## src/rtl/counter_pkg.sv

```systemverilog
// rtl/counter_pkg.sv - shared mode and direction encodings for the up/down modulo counter
package counter_pkg;

  localparam logic MODE_WRAP = 1'b0;
  localparam logic MODE_SAT  = 1'b1;

  localparam logic DIR_DOWN  = 1'b0;
  localparam logic DIR_UP    = 1'b1;

endpackage

```

## src/rtl/count_next_calc.sv

```systemverilog
// rtl/count_next_calc.sv - combinational next-count and boundary-crossing calculation
module count_next_calc
  import counter_pkg::*;
#(
  parameter int WIDTH  = 8,
  parameter int MOD    = 256,
  parameter int STEP_W = 4
) (
  input  logic [WIDTH-1:0]  count,
  input  logic [STEP_W-1:0] step,
  input  logic              up,
  input  logic              mode,
  output logic [WIDTH-1:0]  count_next,
  output logic              crossing
);

  // One extra bit keeps count+step and count+MOD from truncating.
  localparam logic [WIDTH:0] MOD_C = (WIDTH+1)'(MOD);
  localparam logic [WIDTH:0] MAX_C = (WIDTH+1)'(MOD - 1);

  logic [WIDTH:0] count_ext;
  logic [WIDTH:0] step_ext;
  logic [WIDTH:0] sum;

  always_comb begin
    count_ext  = {1'b0, count};
    step_ext   = (WIDTH+1)'(step);
    sum        = count_ext + step_ext;
    count_next = count;
    crossing   = 1'b0;
    if (up == DIR_UP) begin
      if (sum <= MAX_C) begin
        count_next = WIDTH'(sum);
      end else begin
        crossing   = 1'b1;
        count_next = (mode == MODE_WRAP) ? WIDTH'(sum - MOD_C) : WIDTH'(MAX_C);
      end
    end else if (up == DIR_DOWN) begin
      if (step_ext <= count_ext) begin
        count_next = WIDTH'(count_ext - step_ext);
      end else begin
        crossing   = 1'b1;
        count_next = (mode == MODE_SAT) ? '0 : WIDTH'(count_ext + MOD_C - step_ext);
      end
    end
  end

endmodule

```

## src/rtl/up_down_mod_counter.sv

```systemverilog
// rtl/up_down_mod_counter.sv - up/down modulo counter with wrap/saturate modes and sticky flags
module up_down_mod_counter
  import counter_pkg::*;
#(
  parameter int WIDTH  = 8,
  parameter int MOD    = 256,
  parameter int STEP_W = 4
) (
  input  logic              clk,
  input  logic              reset,
  input  logic              enable,
  input  logic              up,
  input  logic [STEP_W-1:0] step,
  input  logic              mode,
  input  logic              load,
  input  logic [WIDTH-1:0]  load_val,
  input  logic              clr_flags,
  output logic [WIDTH-1:0]  count,
  output logic              tc,
  output logic              ovf,
  output logic              udf,
  output logic              at_max,
  output logic              at_zero
);

  localparam logic [WIDTH:0]   MOD_C = (WIDTH+1)'(MOD);
  localparam logic [WIDTH-1:0] MAX_W = WIDTH'(MOD - 1);

  logic [WIDTH-1:0] count_q, count_d;
  logic             tc_q, tc_d;
  logic             ovf_q, ovf_d;
  logic             udf_q, udf_d;
  logic [WIDTH-1:0] calc_next;
  logic             calc_cross;
  logic             step_cross;

  count_next_calc #(
    .WIDTH  (WIDTH),
    .MOD    (MOD),
    .STEP_W (STEP_W)
  ) u_calc (
    .count      (count_q),
    .step       (step),
    .up         (up),
    .mode       (mode),
    .count_next (calc_next),
    .crossing   (calc_cross)
  );

  // A crossing only counts when the enabled step is actually taken.
  assign step_cross = enable && !load && calc_cross;

  always_comb begin
    count_d = count_q;
    if (load) begin
      count_d = ({1'b0, load_val} >= MOD_C) ? MAX_W : load_val;
    end else if (enable) begin
      count_d = calc_next;
    end
    tc_d  = step_cross;
    ovf_d = (ovf_q && !clr_flags) || (step_cross && (up == DIR_UP));
    udf_d = (udf_q && !clr_flags) || (step_cross && (up == DIR_DOWN));
  end

  always_ff @(posedge clk) begin
    if (reset) begin
      count_q <= '0;
      tc_q    <= 1'b0;
      ovf_q   <= 1'b0;
      udf_q   <= 1'b0;
    end else begin
      count_q <= count_d;
      tc_q    <= tc_d;
      ovf_q   <= ovf_d;
      udf_q   <= udf_d;
    end
  end

  assign count   = count_q;
  assign tc      = tc_q;
  assign ovf     = ovf_q;
  assign udf     = udf_q;
  assign at_max  = (count_q == MAX_W);
  assign at_zero = (count_q == '0);

endmodule

```

## config.mk

```make
export PLATFORM = sky130hd
export DESIGN_NAME = up_down_mod_counter
export DESIGN_NICKNAME = d
export VERILOG_FILES = /design/src/rtl/counter_pkg.sv /design/src/rtl/count_next_calc.sv /design/src/rtl/up_down_mod_counter.sv
export SDC_FILE = /design/constraint.sdc
export NUM_CORES = 1
export LEC_CHECK = 0
export CAP_MARGIN = 20
export CORE_AREA = 2 2 42 73
export CTS_CLUSTER_DIAMETER = 100
export DETAILED_ROUTE_END_ITERATION = 12
export DIE_AREA = 0 0 44 75
export PLACE_DENSITY = 0.78
export SETUP_SLACK_MARGIN = 0.3
export SYNTH_ARGS = -nofsm -noshare
export SYNTH_HDL_FRONTEND = slang
export SYNTH_SLANG_ARGS = --single-unit
```

## constraint.sdc

```tcl
create_clock -name clk -period 6.3 [get_ports clk]
set_input_delay 1.26 -clock clk [delete_from_list [all_inputs] [get_ports clk]]
set_output_delay 1.26 -clock clk [all_outputs]
set_load 0.03 [all_outputs]
```

==> results by group, run 1 <==
Yosys
  – Sequential area share after synthesis: 0.169
  – Dominant cells by area after synthesis: dfxtp_1, ha_1, a21oi_1
  – Synth cell types: 57
  – Avg Cell Area, Syn: just over 8 um^2
  – Post-Synth XOR/XNOR Area: 0.0134
  – Synth Warn #: 0
  – Share of the synthesized area in the top cell type: 0.169
  – Post-Syn Nets: roughly 190
  – Largest family of logic cells by synthesized area: compound AO/OA/AOI/OAI gates
  – Synth Area in Simple Gates: 0.281
  – Number of synthesized register bits: 11
  – Post-synth EDFFs: 0
  – Async set-reset flop share out of synthesis: 0
  – Mux contribution to synthesized area: 0
  – Post-synthesis adder-cell area fraction: 0.108
  – Synth area leader: dfxtp_1
  – Synth Instances: around 160
  – Main synth FF type: dfxtp_1
  – Compound-Gate Fraction of Synth Area: 0.347
  – Synthesized area: about 0.0013 mm^2

Route
  – Via density: between 6 and 7
  – Drt pass-1 iters: 4
  – Antenna Violating Nets Remaining: 0
  – WL/cell: around 18 um
  – # DRC: 0
  – Vias: between 1000 and 1500
  – Final wirelength: roughly 3700 um
  – Detailed Route Iter0 Violations: between 40 and 50

Finish
  – Share of cells above drive strength 1: 0.130
  – Sequential cell area: 220 um^2
  – Final Core Density: 0.603
  – Antenna cells: 0
  – Most frequent cells in the layout: clkdlybuf4s50_1, nor2_1, a21oi_1, dfxtp_1, inv_1
  – Non-filler cells, final: around 210
  – Nets: between 200 and 250
  – Final Cell Area: roughly 0.0016 mm^2
  – Area growth syn-to-layout: 24.6%
  – Fill count: around 260
  – Commonest non-fill, non-tap cell in the layout: clkdlybuf4s50_1
  – Multi-input logic area: a little under 0.001 mm^2

Clocking
  – Post-CTS Setup Bufs: 0
  – CTS clk-pin slew, worst paths: 0.05 ns
  – H-tree level count: 1
  – CTS buffer count: 3
  – CTS Hold Buffers Added: 0
  – CTS tree: built
  – Worst-skew pair later-pin latency: between 0.2 and 0.25 ns
  – CTS resizes: 0
  – Root buf cell: clkbuf_8
  – Clock Tree Buf Depth: 2
  – Clk sinks: 11

Pwr
  – Power Total: around 0.29 mW
  – Cell area power density: 178 mW/mm^2
  – Comb pwr share: 0.445
  – Switching part of the total: 0.384
  – P_int: about 0.18 mW
  – Pleak: just over 0.6 nW
  – Switch Pwr: between 0.1 and 0.15 mW
  – Flop pwr share: 0.297
  – Maximum VDD drop: 0.125 mV
  – Clock power frac: 0.258

Timing
  – Final Hold Viols: 0
  – Final setup TNS: 0 ns
  – Max Fclk: 297 MHz
  – Skew final: between 0.001 and 0.0015 ns
  – Fin. max-slew vios: 0
  – Final WS setup: 2.93 ns
  – Worst hold slack: 0.486 ns
  – Final setup viols: 0
  – Relative slew slack: 0.604
  – RSZ-0062 raised after global routing: false
  – Tmin final: roughly 3.4 ns
  – Worst-Margin Slew: between 0.5 and 0.6 ns
  – Tcrit/Tclk final: 0.534

Floorplan
  – Die X: between 40 and 50 um
  – Row count: 25
  – Core area: between 0.002 and 0.003 mm^2
  – Initial Utilization: 0.484
  – Die Area: approximately 0.0033 mm^2
  – Die Ht: between 70 and 80 um
  – I/O pins: 32

Global routing
  – Vias in the first global route: roughly 1300
  – Initial antenna violation count: 0
  – Total Routing Usage GR: 0.239
  – Largest net degree at the start of global routing: 17
  – Residual overflow from global routing: 0
  – First-pass GRT wire length: ~6000 um

Place
  – Dpl ws: 2.78 ns
  – Placer congestion estimate: about 0.9
  – Final HPWL DP: approximately 2900 um
  – Count of input and output buffers: 31
  – Dpl cells: between 200 and 250
  – DP Area: ~0.0016 mm^2

Setup path
  – Reg2reg start: count[0]
  – Cell at the slowest stage of the critical path: clkdlybuf4s50_1
  – FF-to-FF setup slack: a little over 4 ns
  – Crit path largest cell delay: about 0.67 ns
  – Crit-path max FO: 15
  – CP Data Required Time: between 5 and 6 ns
  – Cell Chain, Critical Path: and3_4, nand2_1, nor2_1, clkdlybuf4s50_1
  – Reg-to-reg endpoint: count[3]
  – Crit Path Class: flip-flop to output pin
  – Worst Path Arrival: ~2.1 ns
  – Startpoint Class: flip-flop
  – R2R cell count: 8
  – CP Capture Type: output pin

Worst hold path
  – Hold path cells: 2
  – Hold Path End: ovf
  – Worst hold path class: flip-flop to flip-flop
  – HP Start: ovf

Run status
  – Status: finished, final reports clean

Run
  – Maxcap violations: 0
## routing by layer
metal  global-route usage  share of wire  vias to the layer above
met5                    0              0                        -
met4               0.0909          0.018                        0
met2                0.454           0.57                       51
met3               0.0192          0.045                        8
met1                0.265           0.37                      633
li1                     -              -                      636
## power groups by stage
| stage | Clock [mW] | Combinational [mW] | Sequential (mW) |
|---|---|---|---|
| 2_1_floorplan | 0 | 0.0866 | 0.0904 |
| 3_3_place_gp | 0 | 0.125 | 0.0863 |
| 3_5_place_dp | 0 | 0.127 | 0.0868 |
| 4_1_cts | 0.0747 | 0.128 | 0.0852 |
| 5_1_grt | 0.0764 | 0.139 | 0.0863 |
| 6_report | 0.0742 | 0.128 | 0.0856 |
## synthesized netlist by cell type, drive strengths merged (4+ instances only)
master and number:
o31ai 4, nand2b 8, inv 10, buf 5, ha 8, clkbuf 4
nand2 8, a31oi 4, a21o 6, nor2 16, dfxtp 11, o21ai 4
a21oi 17
## flip-flops by register name, summed over array words and instances (netlist names)
signal / flops
ovf: 1
udf: 1
count: 8
tc: 1
## kinds of logic (layout without fill, tap and decap cells)
kind of cell | after synthesis | count (layout)
AO/OA/AOI/OAI | 57 | 57
XOR/XNOR | 2 | 2
adder cells (fa/ha/maj) | 10 | 10
buffers and inverters | 19 | 45
flip-flops | 11 | 11
AND/OR/NAND/NOR | 59 | 59
## layout make-up
| class | count | share of cell area |
|---|---|---|
| clock buffers | 4 | 0.0278 |
| inverters | 10 | 0.0231 |
| multi-input cells | 128 | 0.601 |
| flip-flops and latches | 11 | 0.136 |
| well taps | 27 | 0.0208 |
| repair buffers | 31 | 0.191 |
## worst max path at each step
stage              from  slack (ns)       end
6_report       count[4]        2.93    at_max
5_1_grt        count[4]        2.86    at_max
4_1_cts        count[4]        2.95   at_zero
3_5_place_dp    step[0]        2.78  count[3]
3_3_place_gp    step[0]        2.84  count[3]
2_1_floorplan   step[0]        3.39  count[3]
## critical path, delay by kind of cell (launching register included)
kind | cells | cell delay, ns
buffers and inverters | 1 | 0.67
AND/OR/NAND/NOR | 3 | 0.55
flip-flops | 1 | 0.63
No activity file was read; power rests on OpenSTA's default activity.
==> run 2, diff against run 1 <==
Clock period 6.3 ns to 3.2 ns, I/O delays scaled along.
==> run 2 against run 1 <==
  * First-iteration DRC count is 26% lower
  * Critical endpoint is now at_zero
  * Combinational power grew 98%
  * Die area stayed put
==> results by group, run 2 (synthesized netlist as in run 1, its figures left out) <==
Run status
  – Status: finished, final reports clean (unchanged)

Pwr
  – Pleak: 0.622 nW (was 0.617 nW)
  – Maximum VDD drop: 0.343 mV (was 0.125 mV)
  – Cell area power density: 347 mW/mm^2 (was 178 mW/mm^2)

Finish
  – Sequential cell area: 220 um^2 (unchanged)
  – Non-filler cells, final: 212 (was 211)
  – Antenna cells: 0 (unchanged)
  – Share of cells above drive strength 1: 0.135 (was 0.130)
  – Max reg flops: 8 (unchanged)
  – Area growth syn-to-layout: 25.2% (was 24.6%)
  – Most frequent cells in the layout: clkdlybuf4s50_1, nor2_1, a21oi_1, dfxtp_1, inv_1 (unchanged)
  – Commonest non-fill, non-tap cell in the layout: clkdlybuf4s50_1 (unchanged)
  – Nets: 215 (was 214)
  – Final Core Density: 0.606 (was 0.603)
  – Fill count: 251 (was 258)
  – Multi-input logic area: 976 um^2 (unchanged)

Timing
  – Worst-Margin Slew: 0.595 ns (was 0.592 ns)
  – Tmin final: ~2.7 ns
  – Skew final: 0.00110 ns (was 0.00121 ns)
  – Final Hold Viols: 0 (unchanged)
  – Max Fclk: about 370 MHz
  – Fin. max-slew vios: 0 (unchanged)
  – Final setup TNS: 0 ns (unchanged)
  – Tcrit/Tclk final: 0.855
  – Relative slew slack: 0.602 (was 0.604)
  – RSZ-0062 raised after global routing: false (unchanged)
  – Final setup viols: 0 (unchanged)
  – Worst hold slack: 0.472 ns (was 0.486 ns)

Worst hold path
  – Worst hold path class: flip-flop to flip-flop (unchanged)

Clocking
  – Post-CTS Setup Bufs: 0 (unchanged)
  – Clock Tree Buf Depth: 2 (unchanged)
  – Worst-skew pair later-pin latency: 0.24 ns (about the same)
  – CTS clk-pin slew, worst paths: 0.05 ns (about the same)
  – Root buf cell: clkbuf_8 (unchanged)
  – CTS Hold Buffers Added: 0 (unchanged)
  – CTS tree: built (unchanged)
  – H-tree level count: 1 (unchanged)
  – CTS resizes: 0 (unchanged)
  – Clk sinks: 11 (unchanged)
  – CTS buffer count: 3 (unchanged)

Global routing
  – Largest net degree at the start of global routing: 17 (unchanged)
  – Vias in the first global route: 1298 (unchanged)
  – Initial antenna violation count: 0 (unchanged)
  – Residual overflow from global routing: 0 (unchanged)
  – Total Routing Usage GR: 0.237 (was 0.239)
  – First-pass GRT wire length: 5970 um (was 5960 um)

Route
  – Detailed Route Iter0 Violations: 34 (was 46)
  – Drt pass-1 iters: 4 (unchanged)
  – Via density: 6.28 (was 6.29)
  – Final wirelength: 3690 um (was 3700 um)
  – # DRC: 0 (unchanged)
  – Vias: 1332 (was 1328)
  – WL/cell: 17.4 um (was 17.5 um)
  – Antenna Violating Nets Remaining: 0 (unchanged)

Floorplan
  – Initial Utilization: 0.484 (unchanged)
  – Die Area: 0.00330 mm^2 (unchanged)
  – Die Ht: 75 um (unchanged)
  – Core area: 0.00269 mm^2 (unchanged)
  – Row count: 25 (unchanged)
  – I/O pins: 32 (unchanged)
  – Die X: 44 um (unchanged)

Setup path
  – Crit Path Class: flip-flop to output pin (unchanged)
  – Crit-path max FO: 10 (was 15)
  – Cell Chain, Critical Path: nor4_2, and4_2, clkdlybuf4s50_1 (was and3_4, nand2_1, nor2_1, clkdlybuf4s50_1)
  – Worst Path Arrival: 2.10 ns (was 2.11 ns)
  – Crit path largest cell delay: 0.66 ns (was 0.67 ns)
  – CP Data Required Time: 2.56 ns (was 5.04 ns)
  – Cell at the slowest stage of the critical path: clkdlybuf4s50_1 (unchanged)
  – CP top delay family: simple AND/OR/NAND/NOR gates (was buffers and inverters)
  – Crit path buf inv count: 1 (unchanged)
  – FF-to-FF setup slack: 0.93 ns (was 4.04 ns)
  – CP Capture Type: output pin (unchanged)
  – Startpoint Class: flip-flop (unchanged)

Place
  – Count of input and output buffers: 31 (unchanged)
  – Placer congestion estimate: 0.864 (was 0.893)
  – Dpl cells: 208 (was 207)
  – Final HPWL DP: 2910 um (was 2870 um)

Run
  – Maxcap violations: 0 (unchanged)
-- run 2: changes by cell type in the layout (fill, tap and decap cells not counted), sizes merged --
cell / before / now
buf: 0 / 1
-- run 2: worst register-to-register path: stages (launching register included) --
cell and delay [ns]:
dfxtp_1 0.38, inv_1 0.10, ha_1 0.21, fa_1 0.38, nand2b_2 0.22, a21oi_4 0.26, o21ai_4 0.13, o31a_2 0.36
o211ai_1 0.16
-- run 2: power by group --
group          total (mW)  internal, mW  switching [mW]
Sequential          0.169         0.147          0.0224
Clock               0.143        0.0878          0.0555
Combinational       0.253         0.115           0.138
Total               0.565         0.350           0.216
-- run 2: layer usage --
metal	wire [um]	part of all wire	GRT usage
met5	0	0	0
met1	1430	0.39	0.254
met4	119	0.032	0.114
met3	95	0.026	0.0168
met2	2050	0.56	0.451
-- run 2: metrics by stage --
stage	power [mW]	setup WS, ns	instance area (um^2)
2_1_floorplan	0.348	0.904	1300
3_3_place_gp	0.417	0.354	1590
3_5_place_dp	0.422	0.287	1590
4_1_cts	0.566	0.480	1630
5_1_grt	0.593	0.357	1630
6_report	0.565	0.464	1630
-- run 2: worst paths after layout --
kind	from	to	depth (start not counted)
min reg2reg	ovf	ovf	2
max reg2reg	count[0]	count[3]	8
max	count[7]	at_zero	3
min	ovf	ovf	2
-- run 2: layout make-up --
type,count,area share
tap,27,0.0207
multi-input combinational,128,0.599
clock buffer,4,0.0276
sequential,11,0.135
inverter,10,0.0230
timing repair buffer,32,0.195
==> run 3, diff against run 2 <==
Settings changed: ABC_AREA set to 0, CTS_BUF_LIST set to sky130_fd_sc_hd__clkbuf_4 sky130_fd_sc_hd__clkbuf_8 sky130_fd_sc_hd__clkbuf_16.
==> run 3 against run 2 <==
  * Core utilization increased by 0.14 points
  * Clock skew shrank 0.00067 ns
  * Hold slack is essentially flat
  * Largest power group unchanged
  * Register-to-register slack about the same
  * Total power rose by 1.2%
==> results by group, run 3 (synthesized netlist as in run 1, its figures left out) <==
Clocking
  – Clk sinks: 11 (unchanged)
  – Root buf cell: clkbuf_8 (unchanged)
  – CTS tree: built (unchanged)
  – Worst-skew pair later-pin latency: 0.24 ns (about the same)
  – CTS clk-pin slew, worst paths: 0.05 ns (about the same)
  – CTS resizes: 0 (unchanged)
  – CTS buffer count: 3 (unchanged)
  – Clock Tree Buf Depth: 2 (unchanged)
  – CTS Hold Buffers Added: 0 (unchanged)
  – H-tree level count: 1 (unchanged)
  – Post-CTS Setup Bufs: 0 (unchanged)

Floorplan
  – Die Area: 0.00330 mm^2 (unchanged)
  – Core area: 0.00269 mm^2 (unchanged)
  – Die Ht: 75 um (unchanged)
  – Row count: 25 (unchanged)
  – Initial Utilization: 0.484 (unchanged)
  – Die X: 44 um (unchanged)
  – I/O pins: 32 (unchanged)

Setup path
  – CP Capture Type: output pin (unchanged)
  – CP Data Required Time: 2.56 ns (about the same)
  – Crit path largest cell delay: 0.67 ns (was 0.66 ns)
  – Reg2reg start: count[0] (unchanged)
  – Worst Path Arrival: 2.09 ns (was 2.10 ns)
  – Cell at the slowest stage of the critical path: clkdlybuf4s50_1 (unchanged)
  – FF-to-FF setup slack: 0.93 ns (about the same)
  – Reg-to-reg endpoint: count[3] (unchanged)
  – Critical Path End: at_max (was at_zero)
  – Crit Path Class: flip-flop to output pin (unchanged)
  – R2R cell count: 8 (unchanged)
  – Critical Path Start: count[4] (was count[7])
  – Cell Chain, Critical Path: and3_4, nand2_1, nor2_1, clkdlybuf4s50_1 (was nor4_2, and4_2, clkdlybuf4s50_1)
  – Startpoint Class: flip-flop (unchanged)
  – Crit-path max FO: 15 (was 10)

Global routing
  – First-pass GRT wire length: 5970 um (unchanged)
  – Vias in the first global route: 1298 (unchanged)
  – Total Routing Usage GR: 0.237 (unchanged)
  – Residual overflow from global routing: 0 (unchanged)
  – Largest net degree at the start of global routing: 17 (unchanged)
  – Initial antenna violation count: 0 (unchanged)

Timing
  – Tcrit/Tclk final: 0.853 (was 0.855)
  – Final Hold Viols: 0 (unchanged)
  – Final setup viols: 0 (unchanged)
  – Worst-Margin Slew: 0.595 ns (about the same)
  – Tmin final: 2.73 ns (was 2.74 ns)
  – RSZ-0062 raised after global routing: false (unchanged)
  – Final setup TNS: 0 ns (unchanged)
  – Relative slew slack: 0.602 (about the same)
  – Skew final: 0.000424 ns (was 0.00110 ns)
  – Max Fclk: 366 MHz (about the same)
  – Fin. max-slew vios: 0 (unchanged)
  – Worst hold slack: 0.472 ns (about the same)

Place
  – Count of input and output buffers: 31 (unchanged)
  – Final HPWL DP: 2910 um (unchanged)
  – Placer congestion estimate: 0.864 (unchanged)
  – DP Area: 0.00159 mm^2 (unchanged)

Finish
  – Nets: 215 (unchanged)
  – Commonest non-fill, non-tap cell in the layout: clkdlybuf4s50_1 (unchanged)
  – Share of cells above drive strength 1: 0.141 (was 0.135)
  – Antenna cells: 0 (unchanged)
  – Max reg flops: 8 (unchanged)
  – Most frequent cells in the layout: clkdlybuf4s50_1, nor2_1, a21oi_1, dfxtp_1, inv_1 (unchanged)
  – Final Cell Area: 0.00163 mm^2 (about the same)
  – Area growth syn-to-layout: 25.5% (was 25.2%)

Route
  – WL/cell: 17.3 um (was 17.4 um)
  – Drt pass-1 iters: 4 (unchanged)
  – # DRC: 0 (unchanged)
  – Antenna Violating Nets Remaining: 0 (unchanged)
  – Vias: 1335 (was 1332)
  – Detailed Route Iter0 Violations: 42 (was 34)
  – Via density: 6.30 (was 6.28)
  – Final wirelength: 3660 um (was 3690 um)

Pwr
  – Cell area power density: 350 mW/mm^2 (was 347 mW/mm^2)
  – Maximum VDD drop: 0.341 mV (was 0.343 mV)
  – Pleak: 0.625 nW (was 0.622 nW)

Run status
  – Status: finished, final reports clean (unchanged)

Run
  – Maxcap violations: 0 (unchanged)

Worst hold path
  – Worst hold path class: flip-flop to flip-flop (unchanged)
  – HP Start: ovf (unchanged)
run 3: layout make-up:
| class | count | area [um^2] |
|---|---|---|
| fillers | 251 | 1060 |
| multi-input cells | 128 | 976 |
| repair buffers | 32 | 318 |
| flip-flops and latches | 11 | 220 |
| clock buffers | 4 | 48.8 |
| inverters | 10 | 37.5 |
| well taps | 27 | 33.8 |
run 3: critical path: cells and delay by family, from the launching register on:
| family | cells | cell delay [ns] |
|---|---|---|
| buffers and inverters | 1 | 0.67 |
| flip-flops | 1 | 0.62 |
| AND/OR/NAND/NOR | 3 | 0.56 |
run 3: power breakdown:
group          switching [mW]  internal [mW]  leakage [nW]
clock                  0.0544         0.0961        0.0262
combinational           0.137          0.115         0.509
sequential             0.0222          0.147        0.0904
total                   0.214          0.358         0.625
run 3: worst min path at each step:
stage	cells after the start	slack, ns	to
2_1_floorplan	2	0.60	ovf
3_5_place_dp	2	0.47	ovf
5_1_grt	2	0.51	udf
6_report	2	0.47	ovf
4_1_cts	2	0.48	ovf
3_3_place_gp	2	0.47	ovf
run 3: per-stage QoR:
stage | utilization | total power, mW | instances | setup slack, ns
2_1_floorplan | - | 0.348 | 158 | 0.904
3_3_place_gp | 0.589 | 0.417 | 208 | 0.354
3_5_place_dp | 0.589 | 0.422 | 208 | 0.287
4_1_cts | 0.607 | 0.575 | 212 | 0.480
5_1_grt | 0.607 | 0.601 | 212 | 0.357
6_report | 0.607 | 0.572 | 212 | 0.469
run 3: layer usage:
layer | up-vias | track usage | part of all wire
li1 | 644 | - | -
met4 | 0 | 0.114 | 0.038
met1 | 632 | 0.254 | 0.38
met2 | 44 | 0.451 | 0.55
met3 | 15 | 0.0168 | 0.035
met5 | - | 0 | 0
